File: src/rtl/adder_pkg.sv
// Shared types and constants for the sliced multi-cycle address adder.
// The flag indices give the bit positions inside the {Z,N,H,C} nibble.
package adder_pkg;

  typedef enum logic [1:0] {
    ADD  = 2'd0,
    ADDS = 2'd1,
    INC  = 2'd2,
    DEC  = 2'd3
  } add_mode_t;

  typedef enum logic [1:0] {
    IDLE,
    RUN,
    DONE
  } state_t;

  localparam int FLAG_Z = 3;
  localparam int FLAG_N = 2;
  localparam int FLAG_H = 1;
  localparam int FLAG_C = 0;

  // Only the two add modes update the CPU flag register.
  function automatic logic is_flag_mode(input add_mode_t m);
    return (m == ADD) || (m == ADDS);
  endfunction

endpackage

File: src/rtl/adder_slice.sv
// Combinational SLICE-bit adder with carry-in, giving sum, carry-out and
// the half-carry out of bit SLICE/2-1.
module adder_slice #(
  parameter int SLICE = 8
) (
  input  logic [SLICE-1:0] a_i,
  input  logic [SLICE-1:0] b_i,
  input  logic             c_i,
  output logic [SLICE-1:0] sum_o,
  output logic             c_o,
  output logic             h_o
);

  localparam int HALF = SLICE / 2;

  logic [SLICE:0] full;

  assign full  = {1'b0, a_i} + {1'b0, b_i} + (SLICE+1)'(c_i);
  assign sum_o = full[SLICE-1:0];
  assign c_o   = full[SLICE];
  // The carry into bit HALF is recovered from that bit's operands and sum.
  assign h_o   = a_i[HALF] ^ b_i[HALF] ^ full[HALF];

endmodule

File: src/rtl/adder_seq.sv
// Multi-cycle address adder: one SLICE-bit slice per clock, low slice first,
// with a valid/ready request side and a one-cycle result pulse.
module adder_seq
  import adder_pkg::*;
#(
  parameter int WIDTH = 16,
  parameter int SLICE = 8
) (
  input  logic             clk,
  input  logic             rst_n,
  input  logic             flush,
  input  logic             in_valid,
  output logic             in_ready,
  input  add_mode_t        mode,
  input  logic [WIDTH-1:0] a,
  input  logic [WIDTH-1:0] b,
  output logic             out_valid,
  output logic [WIDTH-1:0] y,
  output logic [3:0]       f,
  output logic             flag_en
);

  localparam int NSLICE = WIDTH / SLICE;
  localparam int CW     = (NSLICE > 1) ? $clog2(NSLICE) : 1;

  state_t          state_q;
  logic [CW-1:0]   cnt_q;
  add_mode_t       mode_q;
  logic [WIDTH-1:0] a_q, b_q, res_q, y_q;
  logic            carry_q, h_q, c_q;
  logic [3:0]      f_q;
  logic            flag_en_q;

  logic [WIDTH-1:0] b_eff, res_d;
  logic [SLICE-1:0] a_sl, b_sl, sum_sl;
  logic             co_sl, h_sl, h_d, c_d, last;
  logic [CW-1:0]    flag_idx;
  logic [3:0]       f_d;
  int               base;

  always_comb begin
    // NOTE: every always_comb output gets a default first so no path can infer a latch.
    b_eff = b;
    unique case (mode)
      ADD:  b_eff = b;
      ADDS: b_eff = {{(WIDTH-SLICE){b[SLICE-1]}}, b[SLICE-1:0]};
      INC:  b_eff = WIDTH'(1);
      DEC:  b_eff = '1;
      default: b_eff = b;
    endcase
  end

  always_comb begin
    base = int'(cnt_q) * SLICE;
    a_sl = a_q[base +: SLICE];
    b_sl = b_q[base +: SLICE];
  end

  adder_slice #(.SLICE(SLICE)) u_slice (
    .a_i   (a_sl),
    .b_i   (b_sl),
    .c_i   (carry_q),
    .sum_o (sum_sl),
    .c_o   (co_sl),
    .h_o   (h_sl)
  );

  // ADD reports flags from the top slice, ADDS from the bottom slice.
  assign flag_idx = (mode_q == ADD) ? CW'(NSLICE-1) : '0;
  assign last     = (cnt_q == CW'(NSLICE-1));

  always_comb begin
    res_d = res_q;
    res_d[base +: SLICE] = sum_sl;
    h_d = (cnt_q == flag_idx) ? h_sl  : h_q;
    c_d = (cnt_q == flag_idx) ? co_sl : c_q;
    f_d = '0;
    if (is_flag_mode(mode_q)) begin
      f_d[FLAG_H] = h_d;
      f_d[FLAG_C] = c_d;
    end
  end

  // NOTE: sequential state is assigned with <= only, so every register samples pre-edge values.
  always_ff @(posedge clk or negedge rst_n) begin
    if (!rst_n) begin
      state_q   <= IDLE;
      cnt_q     <= '0;
      mode_q    <= ADD;
      a_q       <= '0;
      b_q       <= '0;
      res_q     <= '0;
      carry_q   <= 1'b0;
      h_q       <= 1'b0;
      c_q       <= 1'b0;
      y_q       <= '0;
      f_q       <= '0;
      flag_en_q <= 1'b0;
    end else if (flush) begin
      state_q <= IDLE;
      cnt_q   <= '0;
    end else begin
      unique case (state_q)
        IDLE, DONE: begin
          if (in_valid) begin
            a_q     <= a;
            b_q     <= b_eff;
            mode_q  <= mode;
            carry_q <= 1'b0;
            h_q     <= 1'b0;
            c_q     <= 1'b0;
            cnt_q   <= '0;
            state_q <= RUN;
          end else begin
            state_q <= IDLE;
          end
        end
        RUN: begin
          res_q   <= res_d;
          carry_q <= co_sl;
          h_q     <= h_d;
          c_q     <= c_d;
          if (last) begin
            cnt_q     <= '0;
            state_q   <= DONE;
            y_q       <= res_d;
            f_q       <= f_d;
            flag_en_q <= is_flag_mode(mode_q);
          end else begin
            cnt_q <= cnt_q + CW'(1);
          end
        end
        default: state_q <= IDLE;
      endcase
    end
  end

  assign in_ready  = (state_q != RUN);
  assign out_valid = (state_q == DONE) && !flush;
  assign y         = y_q;
  assign f         = f_q;
  assign flag_en   = flag_en_q;

endmodule

File: config.mk
export PLATFORM = sky130hd
export DESIGN_NAME = adder_seq
export DESIGN_NICKNAME = d
export VERILOG_FILES = /design/src/rtl/adder_pkg.sv /design/src/rtl/adder_slice.sv /design/src/rtl/adder_seq.sv
export SDC_FILE = /design/constraint.sdc
export NUM_CORES = 1
export LEC_CHECK = 0
export ABC_AREA = 1
export ABC_CLOCK_PERIOD_IN_PS = 2100
export CAP_MARGIN = 20
export CORE_MARGIN = 2
export CORE_UTILIZATION = 25
export DETAILED_ROUTE_END_ITERATION = 6
export PLACE_DENSITY = 0.54
export SLEW_MARGIN = 10
export SYNTH_ARGS = -nofsm -noshare
export SYNTH_HDL_FRONTEND = slang
export SYNTH_HIERARCHICAL = 1
export SYNTH_SLANG_ARGS = --single-unit
File: constraint.sdc
create_clock -name clk -period 2.1 [get_ports clk]
set_input_delay 0.21 -clock clk [delete_from_list [all_inputs] [get_ports clk]]
set_output_delay 0.21 -clock clk [all_outputs]
set_load 0.02 [all_outputs]
==> impl_metrics.py <==
metrics = {
    "floorplan": {
        "die_h_um": 121,
        "die_w_um": 121,
        "start_util": 0.257,
        "num_rows": 42,
        "core_mm2": 0.0132,
        "pin_count": 61,
        "dieArea_mm2": 0.0146,
    },
    "place": {
        "io_buffers": 58,
        "dpl.hpwl_mm": 6.39,
        "pre_cts_ws_ps": -22.5,
        "routabilityCongestion": 0.807,
    },
    "detailed_routing": {
        "wl_per_cell_um": 12.1,
        "dr.pass1.iters": 4,
        "vias": 2911,
        "ant_nets": 0,
        "drt_iter0_markers": 167,
        "finalWirelength_mm": 8.49,
        "drc": 0,
        "viasPerCell": 4.14,
    },
    "clocking": {
        "cts_sinks": 67,
        "clk_pin_slew_ps": 50,
        "cts_made_buffers": 9,
        "cts_tree": "built",
        "htreeDepth": 3,
        "root_buffer": "clkbuf_16",
        "cts_buffer_depth": 2,
        "clock_latency_ps": 330,
    },
    "global_routing": {
        "antenna_found_initial": 0,
        "grt_start_max_net_pins": 41,
        "grt_overflow": 0,
        "grt_usage": 0.125,
        "grt_pass1_wl_mm": 14.2,
        "first_global_vias": 2978,
    },
    "setup_path": {
        "crit_path_top_delay_cell": "dfrtp_1",
        "startpoint": "cnt_q",
        "critPathMaxStageDelay_ps": 400,
        "worstPathArrival_ps": 2270,
        "path_cells": "buf_6 -> inv_4 -> nand2_1 -> nand2_2 -> fa_2 -> inv_2 -> fa_2 -> inv_2 -> nand3_2 -> nand3_2 -> nand2_1 -> nand2_1 -> inv_1 -> nand2_2 -> nand3_2 -> nand2_1",
        "path_max_fanout": 4,
        "reg2reg_slack_ps": 100,
        "r2r-end": "f[0]",
        "criticalPathCategory": "reg2reg",
        "start_kind": "register",
        "cp-endpoint": "f[0]",
        "ff2ff_path_depth": 16,
        "required_ps": 2370,
        "critPathTopFamily": "simple AND/OR/NAND/NOR gates",
        "critPathCaptureType": "register",
        "r2r_start": "cnt_q",
        "cp.buffers_inverters": 5,
        "path_depth": 16,
        "crit_path_frequent_cell": "nand2_1",
    },
    "synth": {
        "synthSimpleGateAreaFrac": 0.311,
        "synth_top_family_by_area": "simple AND/OR/NAND/NOR gates",
        "synthMuxAreaShare": 0,
        "synth_top_area_share": 0.493,
        "yosysWarnings": 6,
        "yosys.area.top_type": "dfrtp_1",
        "synth_xor_area_frac": 0.00772,
        "synth_cells": 450,
        "synth_seq_area_share": 0.493,
        "synth_edf_count": 0,
        "synth.most_common_cell": "nand2_1",
        "yosysUniqueCellTypes": 30,
        "synth_compound_area_frac": 0.0607,
        "synth.area.top_cells": "dfrtp_1 (49%), nand2_1 (24%), o21ai_0 (4.9%), inv_1 (4.7%), nand3_1 (2.6%)",
        "synth_area_mm2": 0.00340,
        "ys.flop_type": "dfrtp_1",
        "synth.top_cells.by_count": "nand2_1 (221), dfrtp_1 (67), inv_1 (43), o21ai_0 (33), nand3_1 (18)",
        "synth_fa_ha_area_frac": 0.0375,
        "synth.avg_cell_area_um2": 7.56,
        "yosys_register_bits": 67,
        "synth-async-reset-ratio": 1.00,
    },
    "final_layout": {
        "area_delta_synth_final_pct": 36.6,
        "insertedDiodeCount": 0,
        "fillerInstances": 1416,
        "drive_above_1_share": 0.127,
        "nNetsFinal": 570,
        "multiInputGateArea_mm2": 0.00153,
        "layout.area.seq_mm2": 0.00168,
    },
    "pwr": {
        "switchingPower_mw": 1.88,
        "p_clk_frac": 0.251,
        "switching_share": 0.352,
        "power_mw": 5.33,
        "ir_drop_mv": 0.505,
        "seqPwrFrac": 0.359,
        "p_int_mw": 3.45,
        "p_per_area_mw_per_mm2": 1150,
        "p_leak_nw": 2.40,
        "combPwrFrac": 0.390,
    },
    "flow_run": {
        "cap_viol_max_count": 0,
    },
    "sta": {
        "worst_slack_ps": 102,
        "setup_viol": 0,
        "timing.final.crit_share": 0.952,
        "fin_crit_ps": 2000,
        "timing.fmax_ghz": 0.500,
        "hold_viol": 0,
        "slew_violations": 0,
        "finClkSkew_ps": 6.23,
        "worst_slew_pin_slew_ps": 751,
        "maxSlewHeadroom": 0.500,
    },
    "min_path": {
        "hold_path.class": "in2reg",
        "min_delay_path_depth": 3,
    },
    "run_status": {
        "status": "complete, no violations",
    },
}
## cells by family after synthesis
logic type	count (synthesis)
adders and majority gates	9
AOI/OAI and AO/OA	40
other	1
xor gates and xnor gates	3
DFF	67
buffers and inverters	67
and+or+nand+nor	263
## metal layers
layer	part of all wire	wire length, µm	GRT usage
met5	0	0	0
met4	0.010	87	0.0363
met3	0.044	375	0.0392
met2	0.47	3970	0.198
met1	0.48	4050	0.163
## stage by stage
step,util,area (µm²),instances,TNS (ps),hold slack (ps)
finish,0.351,4650,703,0,414
global route,0.351,4650,703,-102,415
CTS,0.343,4550,702,0,407
detailed placement,0.322,4270,686,-36.8,318
global placement,0.322,4270,686,0,309
floorplan,-,3420,451,0,-85.6
## worst min path at each step
| stage | from | end | slack, ps |
|---|---|---|---|
| global placement | rst_n | y[3] | 310 |
| CTS | a[5] | a_q[5] | 410 |
| detailed placement | rst_n | y[6] | 320 |
| global route | a[5] | a_q[5] | 410 |
| finish | a[5] | a_q[5] | 410 |
| floorplan | rst_n | a_q[0] | -90 |
## state kept, by name, indices dropped and copies added (netlist names), 2 cells and up
signal   cells
a_q         16
b_q         16
y           16
res_q        8
f            2
mode_q       2
state_q      2
## cell usage in the layout, fill, tap and decap left out, drive strengths merged
cell           synthesis  layout
ha                     7       7
fa                     2       2
clkbuf                 5      12
xor2                   1       1
nand3                 19      19
buf                   15      23
nand4                  1       1
a21oi                  6       6
nand3b                 2       2
nor2                  13      13
o211ai                 1       1
clkdlybuf4s50          0      57
inv                   47      47
dfrtp                 67      67
or2                    2       2
conb                   1       2
nor3                   2       2
dlygate4sd3            0       1
o21ai                 33      33
xnor2                  2       2
clkinv                 0       3
nand2                224     224
## power by group through the flow
stage                     clock network (mW)  logic, mW  registers [mW]
final                                   1.34       2.08            1.91
after detailed placement                   0       1.97            1.93
after floorplan                            0      0.958            2.08
after CTS                               1.38       1.99            1.91
after global placement                     0       1.95            1.93
after global routing                    1.45       2.32            1.96
## worst reg2reg max path: stages (launching register included)
cell     delay [ps]
dfrtp_1         400
buf_6           130
inv_4            50
nand2_1          60
nand2_2          90
fa_2            210
inv_2            40
fa_2            360
inv_2            80
nand3_2          80
nand3_2          70
nand2_1          50
nand2_1          70
inv_1            50
nand2_2          70
nand3_2          60
nand2_1          60
## area by class of cell
type,instances,area share
clock buffers,12,0.0530
well taps,176,0.0474
repair buffers,81,0.168
clock inverters,3,0.00323
multi-input cells,317,0.328
inverters,47,0.0390
flip-flops and latches,67,0.361
## repair_timing
item | 4_1_cts | 5_1_grt
resized for setup | 3 | 21
setup endpoints to repair | 2 | 8
setup buffers | 0 | 1
hold buffers | 1 | 0
pin swaps | 0 | 6
hold endpoints to repair | 29 | 0
(Power assumes the default switching activity.)
